[src/rtl/recon_dma_sequencer.sv]
// recon_dma_sequencer
// Decodes a recon header carried in the first beat of each ingress frame and
// turns it into a read or write DMA descriptor. A write frame's payload is
// forwarded unmodified to the DMA write data path, and its byte count is
// checked against the header size. The number of descriptors that are still
// waiting for a completion status is limited to MAX_OUTSTANDING.
module recon_dma_sequencer #(
    parameter int DATA_WIDTH         = 512,
    parameter int KEEP_WIDTH         = DATA_WIDTH/8,
    parameter int ADDR_WIDTH         = 34,
    parameter int DMA_DESC_LEN_WIDTH = 20,
    parameter int DMA_DESC_TAG_WIDTH = 8,
    parameter int HDR_OFFSET         = 46,
    parameter int MAX_OUTSTANDING    = 4
) (
    input  logic                                   clk,
    input  logic                                   rst,
    input  logic [DATA_WIDTH-1:0]                  s_axis_tdata,
    input  logic [KEEP_WIDTH-1:0]                  s_axis_tkeep,
    input  logic                                   s_axis_tvalid,
    input  logic                                   s_axis_tlast,
    output logic                                   s_axis_tready,
    output logic [ADDR_WIDTH-1:0]                  m_axis_read_desc_addr,
    output logic [DMA_DESC_LEN_WIDTH-1:0]          m_axis_read_desc_len,
    output logic [DMA_DESC_TAG_WIDTH-1:0]          m_axis_read_desc_tag,
    output logic                                   m_axis_read_desc_valid,
    input  logic                                   m_axis_read_desc_ready,
    output logic [ADDR_WIDTH-1:0]                  m_axis_write_desc_addr,
    output logic [DMA_DESC_LEN_WIDTH-1:0]          m_axis_write_desc_len,
    output logic [DMA_DESC_TAG_WIDTH-1:0]          m_axis_write_desc_tag,
    output logic                                   m_axis_write_desc_valid,
    input  logic                                   m_axis_write_desc_ready,
    input  logic                                   s_axis_desc_status_valid,
    output logic [DATA_WIDTH-1:0]                  m_axis_tdata,
    output logic [KEEP_WIDTH-1:0]                  m_axis_tkeep,
    output logic                                   m_axis_tvalid,
    output logic                                   m_axis_tlast,
    input  logic                                   m_axis_tready,
    output logic                                   stat_err_func,
    output logic                                   stat_err_len,
    output logic [$clog2(MAX_OUTSTANDING+1)-1:0]   outstanding,
    output logic                                   busy
);

    localparam int H  = HDR_OFFSET * 8;
    localparam int OW = $clog2(MAX_OUTSTANDING + 1);
    localparam logic [OW-1:0] MAX_OUT = OW'(MAX_OUTSTANDING);

    // The whole header has to be inside the first beat. Elaboration stops if it is not.
    if (H + 3 + ADDR_WIDTH + DMA_DESC_LEN_WIDTH > DATA_WIDTH) begin : g_bad_hdr_cfg
        $error("recon header does not fit inside the first beat");
    end
    if (MAX_OUTSTANDING < 1) begin : g_bad_out_cfg
        $error("MAX_OUTSTANDING must be at least 1");
    end

    typedef enum logic [2:0] {IDLE, WR_DESC, RD_DESC, XFER, DROP} state_e;

    state_e                          state_q, state_d;
    logic [ADDR_WIDTH-1:0]           addr_q, addr_d;
    logic [DMA_DESC_LEN_WIDTH-1:0]   size_q, size_d;
    logic                            hdr_last_q, hdr_last_d;
    logic [DMA_DESC_TAG_WIDTH-1:0]   tag_q, tag_d;
    logic [31:0]                     byte_cnt_q, byte_cnt_d;
    logic [OW-1:0]                   out_q, out_d;
    logic                            wr_valid_q, wr_valid_d;
    logic                            rd_valid_q, rd_valid_d;
    logic                            err_func_q, err_func_d;
    logic                            err_len_q, err_len_d;

    logic                            in_ready;
    logic                            s_hs, wr_hs, rd_hs, desc_hs, status_take;
    logic [31:0]                     xfer_sum;

    // Header fields sit at a fixed bit offset in the first beat.
    logic [1:0]                      hdr_func;
    logic                            hdr_size_valid;
    logic [ADDR_WIDTH-1:0]           hdr_addr;
    logic [DMA_DESC_LEN_WIDTH-1:0]   hdr_size;

    assign hdr_func       = s_axis_tdata[H +: 2];
    assign hdr_size_valid = s_axis_tdata[H + 2];
    assign hdr_addr       = s_axis_tdata[H + 3 +: ADDR_WIDTH];
    assign hdr_size       = s_axis_tdata[H + 3 + ADDR_WIDTH +: DMA_DESC_LEN_WIDTH];

    function automatic logic [31:0] popcount(input logic [KEEP_WIDTH-1:0] keep);
        logic [31:0] n;
        n = '0;
        for (int i = 0; i < KEEP_WIDTH; i++) n = n + 32'(keep[i]);
        return n;
    endfunction

    // Ingress ready and handshake qualifiers. Ready is forced low while reset is asserted.
    always_comb begin
        // NOTE: every always_comb output gets a default first, so no path can infer a latch.
        in_ready = 1'b0;
        unique case (state_q)
            IDLE:    in_ready = (out_q < MAX_OUT);
            XFER:    in_ready = m_axis_tready;
            DROP:    in_ready = 1'b1;
            default: in_ready = 1'b0;
        endcase
        s_axis_tready = in_ready & ~rst;
        s_hs          = s_axis_tvalid & s_axis_tready;
        wr_hs         = wr_valid_q & m_axis_write_desc_ready;
        rd_hs         = rd_valid_q & m_axis_read_desc_ready;
        desc_hs       = wr_hs | rd_hs;
        // A status that arrives while the count is already zero is ignored.
        status_take   = s_axis_desc_status_valid & (out_q != '0);
    end

    // Next-state logic: header decode, descriptor issue, payload accounting and the outstanding count.
    always_comb begin
        state_d    = state_q;
        addr_d     = addr_q;
        size_d     = size_q;
        hdr_last_d = hdr_last_q;
        tag_d      = tag_q;
        byte_cnt_d = byte_cnt_q;
        out_d      = out_q;
        wr_valid_d = wr_valid_q;
        rd_valid_d = rd_valid_q;
        err_func_d = 1'b0;
        err_len_d  = 1'b0;
        xfer_sum   = byte_cnt_q + popcount(s_axis_tkeep);

        unique case (state_q)
            IDLE: begin
                if (s_hs) begin
                    addr_d     = hdr_addr;
                    size_d     = hdr_size;
                    hdr_last_d = s_axis_tlast;
                    if (!hdr_size_valid || hdr_func == 2'b11) begin
                        err_func_d = 1'b1;
                        state_d    = s_axis_tlast ? IDLE : DROP;
                    end else if (hdr_func == 2'b00) begin
                        // A write header with no payload after it is a length error.
                        if (s_axis_tlast) begin
                            err_len_d = 1'b1;
                        end else begin
                            state_d    = WR_DESC;
                            wr_valid_d = 1'b1;
                        end
                    end else if (hdr_func == 2'b01) begin
                        state_d    = RD_DESC;
                        rd_valid_d = 1'b1;
                    end else begin
                        state_d = s_axis_tlast ? IDLE : DROP;
                    end
                end
            end
            WR_DESC: begin
                if (wr_hs) begin
                    wr_valid_d = 1'b0;
                    byte_cnt_d = '0;
                    state_d    = XFER;
                end
            end
            RD_DESC: begin
                if (rd_hs) begin
                    rd_valid_d = 1'b0;
                    state_d    = hdr_last_q ? IDLE : DROP;
                end
            end
            XFER: begin
                if (s_hs) begin
                    byte_cnt_d = xfer_sum;
                    if (s_axis_tlast) begin
                        err_len_d = (xfer_sum != 32'(size_q));
                        state_d   = IDLE;
                    end
                end
            end
            DROP: begin
                if (s_hs && s_axis_tlast) state_d = IDLE;
            end
            default: state_d = IDLE;
        endcase

        if (desc_hs) tag_d = tag_q + 1'b1;

        if (desc_hs && !status_take)      out_d = out_q + 1'b1;
        else if (!desc_hs && status_take) out_d = out_q - 1'b1;
    end

    // All sequencer state and registered outputs. Reset is asynchronous.
    always_ff @(posedge clk or posedge rst) begin
        if (rst) begin
            state_q    <= IDLE;
            addr_q     <= '0;
            size_q     <= '0;
            hdr_last_q <= 1'b0;
            tag_q      <= '0;
            byte_cnt_q <= '0;
            out_q      <= '0;
            wr_valid_q <= 1'b0;
            rd_valid_q <= 1'b0;
            err_func_q <= 1'b0;
            err_len_q  <= 1'b0;
        end else begin
            // NOTE: sequential state uses non-blocking assignments only, so every flop samples pre-edge values.
            state_q    <= state_d;
            addr_q     <= addr_d;
            size_q     <= size_d;
            hdr_last_q <= hdr_last_d;
            tag_q      <= tag_d;
            byte_cnt_q <= byte_cnt_d;
            out_q      <= out_d;
            wr_valid_q <= wr_valid_d;
            rd_valid_q <= rd_valid_d;
            err_func_q <= err_func_d;
            err_len_q  <= err_len_d;
        end
    end

    // The payload goes straight through with no latency. Only valid is gated to the XFER state.
    assign m_axis_tdata  = s_axis_tdata;
    assign m_axis_tkeep  = s_axis_tkeep;
    assign m_axis_tlast  = s_axis_tlast;
    assign m_axis_tvalid = (state_q == XFER) & s_axis_tvalid;

    // Both descriptor channels carry the latched header. Only one channel's valid is ever high.
    assign m_axis_write_desc_addr  = addr_q;
    assign m_axis_write_desc_len   = size_q;
    assign m_axis_write_desc_tag   = tag_q;
    assign m_axis_write_desc_valid = wr_valid_q;
    assign m_axis_read_desc_addr   = addr_q;
    assign m_axis_read_desc_len    = size_q;
    assign m_axis_read_desc_tag    = tag_q;
    assign m_axis_read_desc_valid  = rd_valid_q;

    assign stat_err_func = err_func_q;
    assign stat_err_len  = err_len_q;
    assign outstanding   = out_q;
    assign busy          = (state_q != IDLE);

endmodule

[config.mk]
export PLATFORM = sky130hd
export DESIGN_NAME = recon_dma_sequencer
export DESIGN_NICKNAME = d
export VERILOG_FILES = /design/src/rtl/recon_dma_sequencer.sv
export SDC_FILE = /design/constraint.sdc
export NUM_CORES = 1
export LEC_CHECK = 0
export ABC_AREA = 1
export BUFFER_PORTS_ARGS = -buffer_cell sky130_fd_sc_hd__buf_2
export CORE_AREA = 2 2 508 510
export CTS_BUF_LIST = sky130_fd_sc_hd__clkbuf_16
export DETAILED_ROUTE_END_ITERATION = 16
export DIE_AREA = 0 0 510 512
export HOLD_SLACK_MARGIN = 0.1
export PLACE_DENSITY_LB_ADDON = 0.1
export RECOVER_POWER = 100
export REMOVE_ABC_BUFFERS = 1
export SLEW_MARGIN = 20
export SYNTH_ARGS = -nofsm -noshare
export SYNTH_HDL_FRONTEND = slang
export SYNTH_SLANG_ARGS = --single-unit
export TNS_END_PERCENT = 100
[constraint.sdc]
create_clock -name clk -period 5.85 [get_ports clk]
set_input_delay 0.585 -clock clk [delete_from_list [all_inputs] [get_ports clk]]
set_output_delay 0.585 -clock clk [all_outputs]
set_load 0.1 [all_outputs]
==> impl_metrics.py, run 1 <==
metrics = {
    "sta": {
        "tightest_slew_ns": 3.31,
        "hold_viol": 0,
        "relSlewSlack_pct": -121,
        "final_max_slew_viol_count": 111,
        "clock_skew_ns": 0.0144,
        "setup_violations": 29,
        "whs_ns": 0.375,
        "period_minus_slack_ns": 6.67,
        "finalCritPeriodShare_pct": 114,
        "worst_slack_ns": -0.821,
        "clock.fmax_ghz": 0.150,
        "rsz0062_at_grt": "true",
    },
    "run_status": {
        "status": "complete, but fails checks",
        "violations": "capacitance limit, slew limit, setup timing",
    },
    "critical_path": {
        "critPathSlowestCell": "fa_2",
        "start_kind": "input port",
        "worstPathRequired_ns": 6.18,
        "crit-reg2reg-launch": "byte_cnt_q[0]",
        "crit_path_start": "s_axis_tkeep[35]",
        "critPathKind": "input port to register",
        "crit_arrival_ns": 7.00,
        "r2r_slack_ns": -0.37,
        "end_kind": "register",
        "worstPathMaxFanout": 3,
        "crit_top_cell": "fa_1",
        "critPathMaxStageDelay_ns": 0.59,
    },
    "drt": {
        "drc": 0,
        "drtIter0Drc": 996,
        "wl_per_cell_um": 61.5,
        "via_per_inst": 2.46,
        "wl_um": 304000,
        "dr.pass1.iters": 4,
        "ant_nets": 0,
        "vias": 12187,
    },
    "global_route": {
        "grt_antenna_before_repair": 7,
        "grt_pass1_vias": 10963,
        "grt_max_degree": 103,
        "grt_overflow": 0,
        "grtUsageTotal_pct": 22.7,
        "grt_pass1_wl_um": 329000,
    },
    "cts": {
        "tritoncts": "done",
        "cts_buffers": 9,
        "cts_max_level": 3,
        "clkLatencyLatePin_ns": 0.43,
        "root_buffer": "clkbuf_16",
        "cts_sinks": 105,
        "ctsLongestPathBuffers": 2,
        "clk_pin_slew_ns": 0.09,
    },
    "die": {
        "fp.dieH_um": 512,
        "dieArea_um2": 261000,
        "pin_count": 1295,
        "start_util_pct": 4.95,
        "core_area_um2": 256000,
        "die_x_um": 510,
        "num_rows": 186,
    },
    "power": {
        "cellLeakagePower_nw": 6.20,
        "max-vdd-ir-drop_v": 0.00160,
        "power_density_nw_per_um2": 1440,
    },
    "finish": {
        "nFillCells": 30296,
        "regArea_um2": 2630,
        "fin_nets": 2228,
        "area_delta_synth_final_pct": 23.2,
        "utilization_pct": 6.10,
        "drive_gt1_share_pct": 26.3,
        "multiInputGateArea_um2": 4770,
    },
    "yosys": {
        "synthArstFlopShare_pct": 100,
        "syn_avg_cell_area_um2": 7.56,
        "syn_area_um2": 12700,
        "synth.distinct_cells": 39,
        "yosys_register_bits": 105,
        "synth_edf_count": 0,
        "synth_top_flop_cell": "dfrtp_1",
        "seq_area_frac_synth_pct": 20.8,
        "synthCells": 1675,
        "yosys_warnings": 0,
    },
    "place": {
        "pre_cts_ws_ns": -1.69,
        "gp_congestion": 1.11,
        "place.detailed.hpwl_um": 288000,
        "port_buffers": 384,
    },
    "worst_hold_path": {
        "min_path_type": "input port to register",
        "hp-start": "s_axis_tdata[372]",
    },
    "run": {
        "maxCapViolCount": 10,
    },
}
==> logic make-up after synthesis <==
family	count (synthesis)	share of synthesized area, %
buf+inv	873	45.1
mux	1	0.0889
flops	105	20.8
xor+xnor	14	1.08
simple gates	519	17.7
fa+ha+maj	86	11.9
compound gates	77	3.40
==> where the power goes <==
group | internal, mW | total [mW] | leakage, nW | switching, mW
Clock | 0.377 | 0.776 | 0.152 | 0.399
Combinational | 7.55 | 20.1 | 4.70 | 12.5
Sequential | 1.04 | 1.58 | 1.35 | 0.540
==> what timing repair did <==
action	in CTS	in global routing
endpoints found under the setup margin	31	31
setup buffers	17	11
pin swaps	23	14
hold buffers	1	0
cloned	1	0
hold endpoints to repair	3	0
gates resized for setup	107	39
==> metal layers <==
| metal | GRT usage, % | vias to the layer above | wire [um] |
|---|---|---|---|
| li1 | - | 4219 | - |
| met1 | 11.3 | 5322 | 54700 |
| met2 | 35.8 | 2510 | 135000 |
| met3 | 36.2 | 100 | 102000 |
| met4 | 4.42 | 36 | 7410 |
| met5 | 14.1 | - | 5170 |
==> synth_stat cells (4+ instances only) <==
| library cell | count | area (um2) |
|---|---|---|
| nand2_2 | 14 | 87.6 |
| a21oi_1 | 5 | 25.0 |
| inv_1 | 214 | 803 |
| ha_1 | 29 | 363 |
| o21ai_0 | 30 | 150 |
| o21ai_1 | 21 | 105 |
| nand2_1 | 330 | 1240 |
| o22ai_1 | 13 | 81.3 |
| nor2_2 | 6 | 37.5 |
| buf_2 | 5 | 25.0 |
| clkbuf_1 | 4 | 15.0 |
| nand3_1 | 81 | 405 |
| nor2_1 | 48 | 180 |
| nor3_1 | 6 | 30.0 |
| xor2_1 | 8 | 70.1 |
| fa_1 | 57 | 1140 |
| dfrtp_1 | 105 | 2630 |
| buf_4 | 646 | 4850 |
| xnor2_1 | 5 | 43.8 |
| nand3_2 | 5 | 50.1 |
| nand4_1 | 16 | 100 |
==> flip-flops by register name (all words and copies together), names as in the netlist <==
signal	count
stat_err_func	1
byte_cnt_q	32
hdr_last_q	1
m_axis_read_desc_len	20
stat_err_len	1
m_axis_read_desc_valid	1
m_axis_read_desc_addr	34
m_axis_read_desc_tag	8
m_axis_write_desc_valid	1
outstanding	3
state_q	3
==> worst paths after layout <==
| check | to | cells past startpoint |
|---|---|---|
| worst max-delay path | stat_err_len | 27 |
| worst min-delay path | m_axis_read_desc_addr[1] | 3 |
| worst max register to register | stat_err_len | 23 |
| worst min register to register | m_axis_read_desc_tag[7] | 1 |
| max in group asynchronous | m_axis_read_desc_len[14] | 4 |
| min in group asynchronous | outstanding[1] | 3 |
==> worst max-delay path: cells and delay by family <==
family | cells | cell delay, ns
adders and majority gates | 10 | 5.05
buffers and inverters | 5 | 0.24
and+or+nand+nor | 12 | 1.11
==> through the flow <==
step	TNS [ns]	cell area (um2)	power (mW)	std cells
floorplan	-7.23	7760	10.9	1019
global placement	-32.85	14900	19.4	4910
detailed placement	-31.65	14900	19.1	4910
CTS	-10.89	15700	22.5	4942
global route	-15.45	15600	24.6	4947
finish	-9.28	15600	22.4	4948
==> cell usage in the layout (no fill, tap or decap), types with 23 or more instances in the layout <==
| master | n |
|---|---|
| buf_2 | 128 |
| buf_4 | 126 |
| clkbuf_1 | 248 |
| dfrtp_1 | 105 |
| fa_1 | 51 |
| ha_1 | 29 |
| inv_1 | 203 |
| nand2_1 | 300 |
| nand2_2 | 25 |
| nand3_1 | 66 |
| nor2_1 | 45 |
| o21ai_1 | 23 |
==> final cells by class <==
type,count,area share (%)
antenna,1,0.0160
clock buffer,9,1.44
inverter,217,5.25
timing repair buffer,527,18.1
clock inverter,7,0.594
multi-input combinational,698,30.6
tap,3384,27.2
sequential,105,16.8
No activity file was read; power rests on OpenSTA's default activity.
==> run 2, diff against run 1 <==
--- a/config.mk
+++ b/config.mk
@@ -19,4 +19,4 @@
 export SYNTH_ARGS = -nofsm -noshare
 export SYNTH_HDL_FRONTEND = slang
 export SYNTH_SLANG_ARGS = --single-unit
-export TNS_END_PERCENT = 100
+export TNS_END_PERCENT = 30
==> run 2 against run 1 <==
  * The flow still finishes with violations (capacitance limit, slew limit, setup timing)
  * Sequential power is essentially flat
  * Flip-flop and latch count is the same
  * Maximum frequency shrank 0.24%
  * Critical path depth is the same
  * Clock power is essentially flat
  * First-iteration DRC count shrank 1.3%
  * Total power grew 4.3%
  * Sequential share of layout area shrank 0.18 points
  * Global-route usage is essentially flat
  * Critical path type unchanged
==> impl_metrics.py, run 2 (synthesis gave the netlist of run 1 again) <==
metrics = {
    "finish": {
        "layout_commonest_cell": "nand2_1",
        "final_cell_mix": "nand2_1 (285), clkbuf_1 (225), inv_1 (197), buf_2 (149), buf_4 (120)",
        "largest_reg_flops": 34,
        "multiInputGateArea_um2": 4910,
        "nFillCells": 30268,
        "fin_nets": 2225,
        "area_delta_synth_final_pct": 24.5,
        "drive_gt1_share_pct": 29.4,
        "regArea_um2": 2630,
    },
    "sta": {
        "final_max_slew_viol_count": 111,
        "rsz0062_at_grt": "true",
        "relSlewSlack_pct": -120,
        "clock_skew_ns": 0.0169,
        "hold_viol": 0,
        "whs_ns": 0.374,
        "tightest_slew_ns": 3.31,
        "setup_violations": 27,
        "period_minus_slack_ns": 6.69,
        "clock.fmax_ghz": 0.150,
        "fin_tns_setup_ns": -7.85,
        "worst_slack_ns": -0.837,
        "finalCritPeriodShare_pct": 114,
    },
    "global_route": {
        "grt_max_degree": 103,
        "grt_overflow": 0,
        "grt_pass1_vias": 10981,
        "grt_antenna_before_repair": 8,
        "grtUsageTotal_pct": 22.6,
        "grt_pass1_wl_um": 329000,
    },
    "run_status": {
        "status": "complete, but fails checks",
        "violations": "capacitance limit, slew limit, setup timing",
    },
    "die": {
        "core_area_um2": 256000,
        "start_util_pct": 4.95,
        "pin_count": 1295,
        "num_rows": 186,
        "die_x_um": 510,
        "fp.dieH_um": 512,
        "dieArea_um2": 261000,
    },
    "power": {
        "cellLeakagePower_nw": 6.30,
        "power_density_nw_per_um2": 1490,
        "max-vdd-ir-drop_v": 0.00168,
    },
    "drt": {
        "drc": 0,
        "dr.pass1.iters": 4,
        "ant_nets": 0,
        "wl_um": 304000,
        "vias": 12231,
        "drtIter0Drc": 983,
        "wl_per_cell_um": 61.5,
        "via_per_inst": 2.47,
    },
    "cts": {
        "cts_sinks": 105,
        "ctsLongestPathBuffers": 2,
        "clkLatencyLatePin_ns": 0.44,
        "tritoncts": "done",
        "clk_pin_slew_ns": 0.09,
        "cts_buffers": 9,
        "root_buffer": "clkbuf_16",
        "cts_max_level": 3,
    },
    "place": {
        "port_buffers": 384,
        "place.detailed.hpwl_um": 288000,
        "gp_congestion": 1.11,
    },
    "critical_path": {
        "crit_top_cell": "fa_1",
        "crit_arrival_ns": 7.01,
        "cp_num_buf_inv": 5,
        "worstPathMaxFanout": 3,
        "critPathMaxStageDelay_ns": 0.59,
        "crit_family": "adder cells",
        "start_kind": "input port",
        "critPathKind": "input port to register",
        "critPathSlowestCell": "fa_2",
        "worstPathRequired_ns": 6.18,
        "end_kind": "register",
    },
    "worst_hold_path": {
        "min_path_type": "input port to register",
    },
    "run": {
        "maxCapViolCount": 12,
    },
}
-- run 2: report_power, final --
| group | switching, mW | total, mW | internal (mW) | leakage [nW] |
|---|---|---|---|---|
| clock network | 0.402 | 0.779 | 0.377 | 0.152 |
| registers | 0.541 | 1.58 | 1.04 | 1.35 |
| logic | 13.2 | 21.1 | 7.86 | 4.81 |
-- run 2: worst paths after layout --
| kind | slack, ns | end | startpoint | cells after the start |
|---|---|---|---|---|
| worst max-delay path | -0.84 | stat_err_len | s_axis_tkeep[35] | 27 |
| worst min-delay path | 0.37 | m_axis_read_desc_addr[1] | s_axis_tdata[372] | 3 |
| worst max register to register | -0.40 | stat_err_len | byte_cnt_q[0] | 23 |
| worst min register to register | 0.51 | m_axis_read_desc_tag[7] | m_axis_read_desc_tag[7] | 1 |
| max in group asynchronous | 1.74 | m_axis_read_desc_len[17] | rst | 4 |
| min in group asynchronous | 0.65 | outstanding[1] | rst | 3 |
-- run 2: area by class of cell --
type                       count  area share, %
clock buffer                   9           1.43
tap                         3384           26.9
multi-input combinational    698           31.1
timing repair buffer         524           18.1
clock inverter                 7          0.587
antenna                        1         0.0159
inverter                     217           5.21
sequential                   105           16.7
-- run 2: worst reg2reg max path: cells and delay by family, from the launching register on --
| kind | cells | cell delay (ns) |
|---|---|---|
| flops | 1 | 0.33 |
| simple gates | 12 | 1.15 |
| buf+inv | 2 | 0.11 |
| fa+ha+maj | 9 | 4.55 |
-- run 2: metrics by stage --
step	utilization, %	total power, mW	instances	area [um2]	setup WS [ns]
floorplan	-	10.9	1019	7760	-0.808
global placement	5.81	19.4	4910	14900	-1.82
detailed placement	5.81	19.1	4910	14900	-1.69
CTS	6.11	22.2	4938	15600	-0.943
global route	6.16	25.5	4944	15800	-1.12
finish	6.16	23.4	4945	15800	-0.837
-- run 2: timing repair --
item	in CTS	in global routing
hold endpoints to repair	3	0
cloned	1	0
resized for setup	93	98
setup endpoints to repair	31	31
hold buffers	1	0
pin swaps	23	16
setup buffers	11	7
-- run 2: metal layers --
metal,track usage (%),up-vias,part of all wire (%),wire length [um]
li1,-,4216,-,-
met1,11.3,5378,18,54800
met2,35.5,2509,44,134000
met3,36.3,94,34,102000
met4,4.81,34,2.7,8100
met5,13.4,-,1.6,4800
==> run 3, diff against run 2 <==
--- a/config.mk
+++ b/config.mk
@@ -15,6 +15,7 @@
 export PLACE_DENSITY_LB_ADDON = 0.1
 export RECOVER_POWER = 100
 export REMOVE_ABC_BUFFERS = 1
+export SETUP_SLACK_MARGIN = 0.2
 export SLEW_MARGIN = 20
 export SYNTH_ARGS = -nofsm -noshare
 export SYNTH_HDL_FRONTEND = slang
==> run 3 against run 2 <==
  * The flow still finishes with violations (capacitance limit, slew limit, setup timing)
  * Highest routed layer unchanged
  * Critical path depth is the same
  * Largest cell class unchanged
  * Clock-buffer cell count is the same
  * Combinational power is essentially flat
  * Final cell count grew 0.10%
  * Routed wire length is essentially flat
  * First-iteration DRC count grew 1.4%
==> impl_metrics.py, run 3 (synthesis gave the netlist of run 1 again) <==
metrics = {
    "global_route": {
        "grt_antenna_before_repair": 7,
        "grt_pass1_vias": 10964,
        "grtUsageTotal_pct": 22.6,
        "grt_pass1_wl_um": 329000,
        "grt_max_degree": 103,
        "grt_overflow": 0,
    },
    "cts": {
        "cts_sinks": 105,
        "cts_max_level": 3,
        "cts_buffers": 9,
        "ctsLongestPathBuffers": 2,
        "clkLatencyLatePin_ns": 0.43,
        "tritoncts": "done",
        "clk_pin_slew_ns": 0.09,
        "root_buffer": "clkbuf_16",
    },
    "die": {
        "num_rows": 186,
        "die_x_um": 510,
        "fp.dieH_um": 512,
        "start_util_pct": 4.95,
        "dieArea_um2": 261000,
        "pin_count": 1295,
        "core_area_um2": 256000,
    },
    "power": {
        "switching_share_pct": 60.0,
        "combPwrFrac_pct": 90.0,
        "internal_power_mw": 9.45,
        "max-vdd-ir-drop_v": 0.00166,
        "cellLeakagePower_nw": 6.30,
        "fin_total_pwr_mw": 23.6,
        "power.share.sequential_pct": 6.7,
        "clockPowerShare_pct": 3.3,
        "p_switching_mw": 14.2,
        "power_density_nw_per_um2": 1500,
    },
    "drt": {
        "ant_nets": 0,
        "dr.pass1.iters": 4,
        "drc": 0,
        "wl_um": 304000,
        "vias": 12223,
        "wl_per_cell_um": 61.4,
        "via_per_inst": 2.47,
        "drtIter0Drc": 997,
    },
    "place": {
        "place.detailed.hpwl_um": 288000,
        "port_buffers": 384,
        "gp_congestion": 1.11,
        "dp.cells": 4910,
    },
    "critical_path": {
        "worstPathMaxFanout": 3,
        "critPathKind": "input port to register",
        "start_kind": "input port",
        "crit_arrival_ns": 7.04,
        "worstPathRequired_ns": 6.18,
        "crit_top_cell": "fa_1",
        "critPathMaxStageDelay_ns": 0.59,
        "end_kind": "register",
        "critPathSlowestCell": "fa_2",
    },
    "finish": {
        "area_delta_synth_final_pct": 24.8,
        "drive_gt1_share_pct": 28.1,
        "layout_commonest_cell": "nand2_1",
        "utilization_pct": 6.18,
        "final_cell_mix": "nand2_1 (287), clkbuf_1 (248), inv_1 (197), buf_2 (128), buf_4 (117)",
        "instances_no_fill": 4950,
        "largest_reg_flops": 34,
        "fin_nets": 2230,
        "nFillCells": 30292,
    },
    "sta": {
        "relSlewSlack_pct": -122,
        "finalCritPeriodShare_pct": 115,
        "rsz0062_at_grt": "true",
        "setup_violations": 29,
        "clock_skew_ns": 0.0148,
        "worst_slack_ns": -0.860,
        "hold_viol": 0,
        "fin_tns_setup_ns": -8.96,
        "clock.fmax_ghz": 0.149,
        "final_max_slew_viol_count": 110,
        "tightest_slew_ns": 3.32,
        "period_minus_slack_ns": 6.71,
    },
    "worst_hold_path": {
        "min_path_type": "input port to register",
    },
    "run": {
        "maxCapViolCount": 12,
    },
    "run_status": {
        "status": "complete, but fails checks",
        "violations": "capacitance limit, slew limit, setup timing",
    },
}
[run 3: through the flow]
step | setup slack (ns) | instance area, um2 | hold slack (ns)
after global placement | -1.82 | 14900 | 0.491
final | -0.860 | 15800 | 0.373
after global routing | -1.12 | 15800 | 0.354
after CTS | -0.941 | 15700 | 0.322
after floorplan | -0.808 | 7760 | 0.486
after detailed placement | -1.69 | 14900 | 0.493
[run 3: power by group through the flow]
stage / Clock (mW) / Combinational (mW) / Sequential [mW]
global route: 0.857 / 23.2 / 1.67
floorplan: 0 / 6.53 / 4.33
CTS: 0.846 / 20.3 / 1.62
detailed placement: 0 / 17.5 / 1.62
global placement: 0 / 17.8 / 1.64
finish: 0.778 / 21.3 / 1.58
[run 3: cell type report]
class,instances,area [um2],share of cell area (%)
Sequential cell,105,2630,16.6
Tap cell,3384,4230,26.8
Clock inverter,7,92.6,0.586
Multi-Input combinational cell,698,4910,31.1
Inverter,217,823,5.21
Timing Repair Buffer,529,2880,18.2
Clock buffer,9,225,1.43
Antenna cell,1,2.50,0.0158
[run 3: timing repair]
item | 4_1_cts | 5_1_grt
pin swaps | 23 | 18
hold buffers | 1 | 0
gates resized for setup | 103 | 95
endpoints found under the hold margin | 3 | 0
buffers inserted | 11 | 10
cloned | 1 | 0
setup endpoints to repair | 32 | 32
[run 3: path summary, 6_finish.rpt]
check                      slack, ns  cells past startpoint                  endpoint                     from
hold reg to reg                 0.51                      1   m_axis_read_desc_tag[7]  m_axis_read_desc_tag[7]
max in group asynchronous       1.72                      4  m_axis_read_desc_len[17]                      rst
setup / recovery               -0.86                     27              stat_err_len         s_axis_tkeep[49]
hold / removal                  0.37                      3  m_axis_read_desc_addr[1]        s_axis_tdata[372]
min in group asynchronous       0.65                      3            outstanding[1]                      rst
setup reg to reg               -0.41                     23              stat_err_len            byte_cnt_q[0]
[run 3: worst max-delay path: cells and delay by family]
| family | cells | cell delay [ns] |
|---|---|---|
| adders and majority gates | 10 | 4.99 |
| buffers and inverters | 5 | 0.28 |
| and+or+nand+nor | 12 | 1.16 |
[run 3: routing by layer]
layer,GRT usage (%),routed length (um),vias up
met2,35.5,134000,2510
met1,11.2,55000,5360
met5,13.8,4800,-
met3,36.3,102000,92
li1,-,-,4225
met4,4.85,8000,36
